**config.mk**
```make
export PLATFORM = sky130hd
export DESIGN_NAME = pixel_tx_framer_flat
export DESIGN_NICKNAME = d
export VERILOG_FILES = /design/src/rtl/mandelbrot_pkg.sv /design/src/rtl/pixel_tx_framer_if.sv /design/src/rtl/pixel_tx_framer_byte_fifo.sv /design/src/rtl/pixel_tx_framer.sv /design/src/flat_wrapper.sv
export SDC_FILE = /design/constraint.sdc
export NUM_CORES = 1
export LEC_CHECK = 0
export BUFFER_PORTS_ARGS = -buffer_cell sky130_fd_sc_hd__buf_2
export CORE_MARGIN = 10
export CORE_UTILIZATION = 35
export DETAILED_ROUTE_END_ITERATION = 8
export GPL_TIMING_DRIVEN = 0
export REMOVE_ABC_BUFFERS = 1
export SETUP_SLACK_MARGIN = 0.4
export SLEW_MARGIN = 30
export SYNTH_ARGS = -nofsm -noshare
export SYNTH_HDL_FRONTEND = slang
export SYNTH_SLANG_ARGS = --single-unit
export TNS_END_PERCENT = 20
```
**constraint.sdc**
```tcl
create_clock -name CLK -period 5.69 [get_ports CLK]
set_input_delay 1.707 -clock CLK [delete_from_list [all_inputs] [get_ports CLK]]
set_output_delay 1.707 -clock CLK [all_outputs]
set_load 0.1 [all_outputs]
```
**src/rtl/mandelbrot_pkg.sv**
```systemverilog
// Shared constants and encodings for the Mandelbrot block pipeline.
// The pixel TX framer takes its frame header, payload length and state encoding from here.
package mandelbrot_pkg;

  localparam int BLOCK_SIZE = 64;
  localparam int FRAME_PAYLOAD_LEN = BLOCK_SIZE * BLOCK_SIZE;
  localparam logic [7:0] FRAME_HEADER = 8'hA5;

  typedef enum logic [1:0] {
    ST_IDLE = 2'd0,
    ST_HDR  = 2'd1,
    ST_PAY  = 2'd2,
    ST_SUM  = 2'd3
  } framer_state_t;

endpackage

```
**src/rtl/pixel_tx_framer_if.sv**
```systemverilog
// Byte-stream signals between the pixel core, the framer and uart_tx.
// Input side: a byte moves on any CLK edge where in_valid && in_ready. in_valid may
// rise at any time, and in_ready does not depend on in_valid.
// TX side: tx_start is a one-cycle launch. uart_tx raises tx_active one cycle later.
interface pixel_tx_framer_if;
  logic [7:0] in_data;
  logic       in_valid;
  logic       in_ready;
  logic [7:0] tx_data;
  logic       tx_start;
  logic       tx_active;

  modport slave (
    input  in_data, in_valid, tx_active,
    output in_ready, tx_data, tx_start
  );

  modport master (
    output in_data, in_valid, tx_active,
    input  in_ready, tx_data, tx_start
  );
endinterface

```
**src/rtl/pixel_tx_framer_byte_fifo.sv**
```systemverilog
// First-word-fall-through byte FIFO with a synchronous active-low reset.
// dout shows the head entry whenever empty is low.
module byte_fifo #(
  parameter int DEPTH = 16
) (
  input  logic       CLK,
  input  logic       RST_N,
  input  logic       push,
  input  logic [7:0] din,
  input  logic       pop,
  output logic [7:0] dout,
  output logic       full,
  output logic       empty
);
  localparam int AW = $clog2(DEPTH);
  localparam logic [AW-1:0] PTR_ONE  = 1;
  localparam logic [AW:0]   CNT_ONE  = 1;
  localparam logic [AW:0]   FULL_CNT = (AW + 1)'(DEPTH);

  logic [7:0]    mem [DEPTH];
  logic [AW-1:0] wr_ptr, rd_ptr;
  logic [AW:0]   count;
  logic          do_push, do_pop;

  assign do_push = push && !full;
  assign do_pop  = pop && !empty;

  // Pointers wrap naturally because DEPTH is a power of two.
  always_ff @(posedge CLK) begin
    if (!RST_N) begin
      wr_ptr <= '0;
      rd_ptr <= '0;
      count  <= '0;
    end else begin
      if (do_push) wr_ptr <= wr_ptr + PTR_ONE;
      if (do_pop)  rd_ptr <= rd_ptr + PTR_ONE;
      case ({do_push, do_pop})
        2'b10:   count <= count + CNT_ONE;
        2'b01:   count <= count - CNT_ONE;
        default: ;
      endcase
    end
  end

  always_ff @(posedge CLK) begin
    if (do_push) mem[wr_ptr] <= din;
  end

  assign dout  = mem[rd_ptr];
  assign full  = (count == FULL_CNT);
  assign empty = (count == '0);
endmodule

```
**src/rtl/pixel_tx_framer.sv**
```systemverilog
// Buffers pixel iteration counts and frames them for uart_tx. Each frame is the header,
// PAYLOAD_LEN payload bytes and an XOR checksum of the payload.
module pixel_tx_framer
  import mandelbrot_pkg::*;
#(
  parameter int         DEPTH       = 16,
  parameter int         PAYLOAD_LEN = FRAME_PAYLOAD_LEN,
  parameter logic [7:0] HEADER      = FRAME_HEADER
) (
  input  logic               CLK,
  input  logic               RST_N,
  input  logic               frame_start,
  pixel_tx_framer_if.slave   io,
  output logic               busy,
  output logic               frame_done,
  output logic               frame_err,
  output framer_state_t      dbg_state
);
  localparam logic [16:0] LAST_IDX = 17'(PAYLOAD_LEN - 1);

  framer_state_t state, state_nxt;
  logic        tx_start_q, frame_done_q, frame_err_q;
  logic [7:0]  tx_data_q, checksum;
  logic [16:0] pay_cnt;
  logic        fifo_full, fifo_empty, fifo_pop;
  logic [7:0]  fifo_dout;
  logic        launch_ok, launch, sum_launch, frame_open, last_pay;
  logic [7:0]  launch_byte;

  byte_fifo #(.DEPTH(DEPTH)) u_fifo (
    .CLK   (CLK),
    .RST_N (RST_N),
    .push  (io.in_valid),
    .din   (io.in_data),
    .pop   (fifo_pop),
    .dout  (fifo_dout),
    .full  (fifo_full),
    .empty (fifo_empty)
  );

  // The guard on tx_start_q covers the cycle before uart_tx raises tx_active.
  assign launch_ok  = !io.tx_active && !tx_start_q;
  assign frame_open = (state == ST_IDLE) && frame_start;
  assign last_pay   = (pay_cnt == LAST_IDX);

  always_ff @(posedge CLK) begin
    if (!RST_N) state <= ST_IDLE;
    else        state <= state_nxt;
  end

  // The header may launch straight from IDLE so it can go out on the cycle after frame_start.
  always_comb begin
    state_nxt = state;
    case (state)
      ST_IDLE: if (frame_start) state_nxt = launch_ok ? ST_PAY : ST_HDR;
      ST_HDR:  if (launch_ok) state_nxt = ST_PAY;
      ST_PAY:  if (launch_ok && !fifo_empty && last_pay) state_nxt = ST_SUM;
      ST_SUM:  if (launch_ok) state_nxt = ST_IDLE;
      default: state_nxt = ST_IDLE;
    endcase
  end

  always_comb begin
    launch      = 1'b0;
    sum_launch  = 1'b0;
    fifo_pop    = 1'b0;
    launch_byte = HEADER;
    case (state)
      ST_IDLE: launch = frame_start && launch_ok;
      ST_HDR:  launch = launch_ok;
      ST_PAY: begin
        fifo_pop    = launch_ok && !fifo_empty;
        launch      = fifo_pop;
        launch_byte = fifo_dout;
      end
      ST_SUM: begin
        launch      = launch_ok;
        sum_launch  = launch_ok;
        launch_byte = checksum;
      end
      default: ;
    endcase
  end

  always_ff @(posedge CLK) begin
    if (!RST_N) begin
      tx_start_q   <= 1'b0;
      tx_data_q    <= 8'h00;
      frame_done_q <= 1'b0;
      frame_err_q  <= 1'b0;
      checksum     <= 8'h00;
      pay_cnt      <= 17'd0;
    end else begin
      tx_start_q   <= launch;
      frame_done_q <= sum_launch;
      if (launch) tx_data_q <= launch_byte;
      if (frame_start && state != ST_IDLE) frame_err_q <= 1'b1;
      if (frame_open) begin
        checksum <= 8'h00;
        pay_cnt  <= 17'd0;
      end else if (fifo_pop) begin
        checksum <= checksum ^ fifo_dout;
        pay_cnt  <= pay_cnt + 17'd1;
      end
    end
  end

  assign io.in_ready = !fifo_full;
  assign io.tx_data  = tx_data_q;
  assign io.tx_start = tx_start_q;
  assign busy        = (state != ST_IDLE);
  assign frame_done  = frame_done_q;
  assign frame_err   = frame_err_q;
  assign dbg_state   = state;
endmodule

```
**src/flat_wrapper.sv**
```systemverilog
// flat-port wrapper written by rule: the top's interface ports become plain ports
module pixel_tx_framer_flat import mandelbrot_pkg::*;
#(
  parameter int         DEPTH       = 16,
  parameter int         PAYLOAD_LEN = FRAME_PAYLOAD_LEN,
  parameter logic [7:0] HEADER      = FRAME_HEADER
)
  (CLK, RST_N, frame_start, busy, frame_done, frame_err, dbg_state, io_in_data, io_in_valid, io_tx_active, io_in_ready, io_tx_data, io_tx_start);
  pixel_tx_framer_if io_i ();
  input  logic CLK;
  input  logic RST_N;
  input  logic frame_start;
  output logic busy;
  output logic frame_done;
  output logic frame_err;
  output framer_state_t dbg_state;
  input wire logic [$bits(io_i.in_data)-1:0] io_in_data;
  input wire logic [$bits(io_i.in_valid)-1:0] io_in_valid;
  input wire logic [$bits(io_i.tx_active)-1:0] io_tx_active;
  output wire logic [$bits(io_i.in_ready)-1:0] io_in_ready;
  output wire logic [$bits(io_i.tx_data)-1:0] io_tx_data;
  output wire logic [$bits(io_i.tx_start)-1:0] io_tx_start;
  assign io_i.in_data = io_in_data;
  assign io_i.in_valid = io_in_valid;
  assign io_i.tx_active = io_tx_active;
  assign io_in_ready = io_i.in_ready;
  assign io_tx_data = io_i.tx_data;
  assign io_tx_start = io_i.tx_start;
  pixel_tx_framer #(.DEPTH(DEPTH), .PAYLOAD_LEN(PAYLOAD_LEN), .HEADER(HEADER)) u_core (.CLK(CLK), .RST_N(RST_N), .frame_start(frame_start), .io(io_i), .busy(busy), .frame_done(frame_done), .frame_err(frame_err), .dbg_state(dbg_state));
endmodule
```
Word level (Yosys, flattened, before mapping) --
Memories as Yosys holds them, arrays and structs flattened. A register that Yosys moved wholly into a read port is not among the register bits. Index checks and enable logic that the tools add are counted.
Word-level totals: register bits after elaboration 51, RAM bits 128, input port bits 13, output and inout port bits 15, logic and storage cells 63, memories 1
Memory list:
- u_core.u_fifo.mem | words 16, width 8, rd ports 1, clocked after Yosys merged registers in 1, write ports 1, RTL line pixel_tx_framer_byte_fifo.sv:20 | logic [7:0] mem [DEPTH];
Cells by class: add/sub/neg operators 5, equal/unequal tests 11, multiplexer cells 14, bitwise operators 2, reductions and logical operators 20
Operators with widths (number):
- adder 17 x 1 -> 17 bit, second input constant | 1
- equality test 17 x 12 -> 1 bit, second input constant | 1
- one-hot mux 8 bit (2 select lines) | 1
- 2-to-1 mux 2 bit | 5
- one-hot mux 5 bit (2 select lines) | 1
- adder 4 x 1 -> 4 bit, second input constant | 2
- logical AND 1 bit | 8
- 2-to-1 mux 4 bit | 2
- one-hot mux 2 bit (4 select lines) | 1
- bitwise XOR 8 bit | 1
- equality test 2 bit, second input constant | 3
- inequality test 2 x 1 -> 1 bit, second input constant | 3
- adder 5 x 1 -> 5 bit, second input constant | 1
- equality test 5 bit, second input constant | 1
- logical NOT 5 bit | 1
- subtractor 5 x 1 -> 5 bit, second input constant | 1
- equality test 2 x 1 -> 1 bit, second input constant | 2
- logical NOT 1 bit | 4
- AND reduction 4 bit | 1
- nonzero test 2 bit | 2
- OR reduction 2 bit | 2
- 2-to-1 mux 1 bit | 3
- one-hot mux 1 bit (3 select lines) | 1
- logical NOT 2 bit | 1
- other kinds (3) | 3

Logic depth before layout (Yosys ltp) --
depth after elaboration 7, mapped depth 14, depth with buffers taken out 11

Cells and area by module --
Synthesis repeated with hierarchy kept, for this count alone.
Unflattened totals: cells, all modules 537, area total of the unflattened synthesis 7739.9 um^2
Modules (own cells, without submodules):
- byte_fifo | times used 1, cells each 331, area an instance 5931.9 um^2, sequential area each 4184.0 um^2
- pixel_tx_framer | times used 1, cells each 206, area an instance 1808.0 um^2, sequential area each 760.7 um^2

Worst setup path after synthesis --
Ideal clock, no wire load.
kind input -> register, from input io_tx_active, to register u_core.u_fifo.count[4], library setup time 0.071 ns, arrival time 4.068 ns, required time 5.619 ns, path slack 1.552 ns, stages 12, buffers on the path 2, path through nor2_1 o211ai_4 inv_4 buf_6 ha_1 clkbuf_1 xor2_1 ha_1 and3_1 o31a_1 or4_1 a21oi_1
Between the ends: cells in the longest elaborated chain, start to end 7, elaborated cells between the ends (all ways) 9, classes of those cells eq/ne (2); mux (2); reduce/logical (5)
RTL lines:
- start: declaration | RTL line flat_wrapper.sv:19 | input wire logic [$bits(io_i.tx_active)-1:0] io_tx_active;
- logical NOT 1 bit * | RTL line pixel_tx_framer.sv:42 | assign launch_ok = !io.tx_active && !tx_start_q;
- logical AND 1 bit * | RTL line pixel_tx_framer.sv:42
- logical AND 1 bit * | RTL line pixel_tx_framer.sv:72 | fifo_pop = launch_ok && !fifo_empty;
- 2-to-1 mux 1 bit * | RTL line pixel_tx_framer.sv:68 | case (state)
- logical AND 1 bit * | RTL line pixel_tx_framer_byte_fifo.sv:26 | assign do_pop = pop && !empty;
- named net u_core.u_fifo.do_pop | RTL line pixel_tx_framer_byte_fifo.sv:23 | logic do_push, do_pop;
- equality test 2 x 1 -> 1 bit or equality test 2 bit (tied branches) | RTL line pixel_tx_framer_byte_fifo.sv:37 | case ({do_push, do_pop})
- one-hot mux 5 bit (2 select lines) or nonzero test 2 bit (tied branches)
- end signal: assignment | RTL line pixel_tx_framer_byte_fifo.sv:38 | 2'b10: count <= count + CNT_ONE;
- end signal: assignment | RTL line pixel_tx_framer_byte_fifo.sv:39 | 2'b01: count <= count - CNT_ONE;
- end: declaration | RTL line pixel_tx_framer_byte_fifo.sv:22 | logic [AW:0] count;
Mark *: on every way through the listed nets, which the timed path passes. The rest lies on a longest branch. A chain may end at the register's enable or synchronous reset.

Final worst setup path --
from input io_tx_active, to register u_core.u_fifo.count[4]
Between the ends: cells in the longest elaborated chain, start to end 7, elaborated cells between the ends (all ways) 9, classes of those cells eq/ne (2); mux (2); reduce/logical (5)
RTL lines (RTL line):
- logical NOT 1 bit * | pixel_tx_framer.sv:42
- logical AND 1 bit * | pixel_tx_framer.sv:42
- logical AND 1 bit * | pixel_tx_framer.sv:72
- 2-to-1 mux 1 bit * | pixel_tx_framer.sv:68
- logical AND 1 bit * | pixel_tx_framer_byte_fifo.sv:26
- equality test 2 x 1 -> 1 bit or equality test 2 bit (tied branches) | pixel_tx_framer_byte_fifo.sv:37
- one-hot mux 5 bit (2 select lines) or nonzero test 2 bit (tied branches)
Mark *: on every way between the ends. The rest lies on a longest branch, timed or not.

==> results by group <==
Die
  • Die area: 0.0286 mm^2
  • Die Height: 169 um
  • Initial Utilization: 35.7%
  • CORE AREA: 0.0218 mm^2
  • I/O pins: 28
  • Die width: 169 um
  • # rows: 54

Synth
  • Post-synth EDFFs: 128
  • Synth Area per Inst: 13.3 um^2
  • #FFs+latches synth: 183
  • Top cells by area, synth: edfxtp_1 49%, dfxtp_1 14%, mux4_2 4.3%
  • Seq/Total Area, Yosys: 63.5%
  • Post-Syn Area: 0.00779 mm^2
  • Syn. warnings: 0
  • Post-synth ARST share: 0%
  • Cell count after synthesis: 584
  • Area leader, netlist: edfxtp_1
  • Area share of the largest cell type after synthesis: 49.4%
  • Distinct cells, synth: 55
  • Main synth FF type: edfxtp_1

STA
  • Slew margin rel.: 34.1%
  • RSZ-0062 raised after global routing: no
  • Final hold vios: 0
  • Slew @ Worst Pin: 0.984 ns
  • Post-route clock period utilization: 74.0%
  • Final critical-path required period: 4.21 ns
  • Worst Skew: 0.00891 ns
  • Setup_tns: 0 ns
  • Max Freq: 0.238 GHz
  • Fin. max-slew vios: 0
  • Final setup viols: 0

Layout
  • Ant diodes: 0
  • Share of cells above drive strength 1: 19.8%
  • Final #Nets: 629
  • Area growth syn-to-layout: 13.0%

Pwr
  • Clk pwr share: 37.6%
  • Power Internal: 2.24 mW
  • P_sw: 0.982 mW
  • Total Power: 3.22 mW
  • Sw Ratio: 30.5%
  • Max VDD drop: 0.259 mV
  • Part of the power in registers: 46.8%
  • Pwr dens: 366 mW/mm^2
  • Leakage: 2.92 nW
  • Combinational power share: 15.6%

CTS
  • Root buf cell: clkbuf_16
  • Post-CTS sizing: 0
  • CTS tree: yes
  • Clock slew at reported path FFs: 0.08 ns
  • Clk buf depth: 2
  • Hold bufs inserted after CTS: 0
  • Worst skew pair latency: 0.43 ns
  • CTS H-tree lvls: 4
  • Clk sinks: 183
  • Post-CTS setup buffers: 0
  • CTS Buf Count: 17

Routing
  • DRT Wirelength: 16700 um
  • Vias per inst: 5.28
  • Remaining antenna violation count: 0
  • Vias: 4734
  • Drt initial violations: 340
  • 1st-pass router iterations: 5
  • Drt drc: 0
  • Wire per inst: 18.6 um

Min path
  • Min-delay src: u_core.io.tx_data[6]
  • Min-Delay Path Depth: 2
  • Worst Hold End: u_core.io.tx_data[6]
  • Worst hold-check path type: register to register

Critical path
  • Critical Path RT: 6.05 ns
  • Reg2reg end: u_core.u_fifo.count[4]
  • Crit-path max FO: 16
  • CP Data Arrival Time: 4.57 ns
  • CP Capture Type: register
  • R2R cell count: 10
  • Startpoint class of the critical path: input pin
  • Crit Reg-Reg Startpoint: u_core.dbg_state[0]
  • Critical path class: input pin to register
  • Reg2reg setup slack: 2.11 ns

Placement
  • Post-DP HPWL: 11100 um
  • Port buffer count: 27
  • RePlAce Congestion: 0.807

Job
  • Max-cap viol count: 0

Global route
  • GRT Total Usage: 11.7%
  • Overflow after GRT: 0
  • Routing usage on met2: 18.3%
  • Gr busiest metal: met2
  • Routing usage on met3: 3.20%
  • Global-route wire length before repair: 26100 um
  • GR Util met1: 15.8%
  • Vias in the first global route: 4660
  • Initial antenna violation count: 0
  • Largest net degree at the start of global routing: 39

Status
  • Status: completed
layer usage:
layer  vias up  part of all wire (%)
li1       2221                     -
met1      2400                    48
met2       104                    47
met3         9                   4.8
met4         0                  0.70
met5         -                     0
Yosys cell counts, types with 2 or more instances:
library cell	number
a22o_1	3
o31ai_1	2
o21ai_0	11
xnor2_1	12
nor2_1	57
nor4_1	7
xor2_1	15
mux2i_1	21
inv_1	14
nand3_1	10
o31a_1	2
a211oi_1	12
and2_1	2
nor2b_1	7
a21o_1	2
buf_2	10
o221ai_1	3
nor3_1	12
o22ai_1	9
a21oi_1	22
nand2_1	35
mux2_2	22
buf_6	3
dfxtp_1	55
buf_1	2
o211ai_1	2
and3_1	7
buf_4	2
mux4_2	15
or4_1	2
a221oi_1	6
edfxtp_1	128
nand4_1	9
clkbuf_1	13
ha_1	13
nand2b_1	17
or3_1	2
how the worst max path moves through the flow:
stage,start,endpoint,slack [ns]
floorplan,io_tx_active,u_core.u_fifo.count[4],1.58
global placement,io_tx_active,u_core.u_fifo.count[4],1.16
detailed placement,io_tx_active,u_core.u_fifo.count[4],1.06
CTS,io_tx_active,u_core.u_fifo.count[4],1.51
global route,io_tx_active,u_core.u_fifo.count[4],1.34
finish,io_tx_active,u_core.u_fifo.count[4],1.48
power by group through the flow:
| stage | clock network, mW | registers, mW | logic [mW] |
|---|---|---|---|
| 6_report | 1.21 | 1.51 | 0.502 |
| 5_1_grt | 1.29 | 1.51 | 0.536 |
| 4_1_cts | 1.23 | 1.51 | 0.504 |
| 3_5_place_dp | 0 | 1.54 | 0.500 |
| 3_3_place_gp | 0 | 1.53 | 0.489 |
| 2_1_floorplan | 0 | 1.73 | 0.188 |
cell type report:
class	instances	area [um^2]
Inverter	15	58.8
Clock buffer	17	425
Sequential cell	183	4950
Tap cell	280	350
Multi-Input combinational cell	356	2670
Fill cell	1997	13000
Timing Repair Buffer	30	158
Clock inverter	15	185
state kept, by name, summed over array words and instances (netlist names), 2 cells and up, named ones only:
signal	cells
u_core.u_fifo.rd_ptr	4
u_core.u_fifo.wr_ptr	4
u_core.pay_cnt	17
u_core.io.tx_data	8
u_core.u_fifo.mem	128
u_core.checksum	8
u_core.u_fifo.count	5
u_core.dbg_state	2
metrics by stage:
stage / instance area [um^2] / utilization (%) / worst slack, ns / std cells / hold slack (ns)
floorplan: 7630 / - / 1.58 / 554 / 0.441
global placement: 8120 / 37.2 / 1.16 / 861 / 0.445
detailed placement: 8170 / 37.4 / 1.06 / 864 / 0.465
CTS: 8780 / 40.2 / 1.51 / 896 / 0.478
global route: 8790 / 40.3 / 1.34 / 896 / 0.503
finish: 8790 / 40.3 / 1.48 / 896 / 0.478
placed cells by master (no fill, tap or decap), types with 10 or more instances in the layout:
master       n
nand3_1     10
dfxtp_1     52
mux2i_1     21
mux4_2      15
edfxtp_1   128
mux2_2      22
a21oi_1     21
a211oi_1    12
o21ai_0     11
ha_1        13
nor2_1      51
inv_1       14
nand2b_1    17
xnor2_1     12
buf_2       27
nand2_1     35
xor2_1      15
clkbuf_16   17
worst max-delay path, stage by stage:
cell	delay, ns
buf_2	0.12
nor2_1	0.32
o211ai_4	0.24
inv_4	0.25
ha_1	0.42
ha_1	0.35
a41o_2	0.28
o31a_1	0.30
or4_1	0.40
a21oi_1	0.16
cells by family after synthesis:
logic type,after synthesis,synth area share (%)
simple gates,173,10.8
xor+xnor,27,3.04
compound gates,85,7.63
mux,58,10.2
buf+inv,45,2.75
fa+ha+maj,13,2.09
flops,183,63.5
Power figures use the tool's default switching activity.
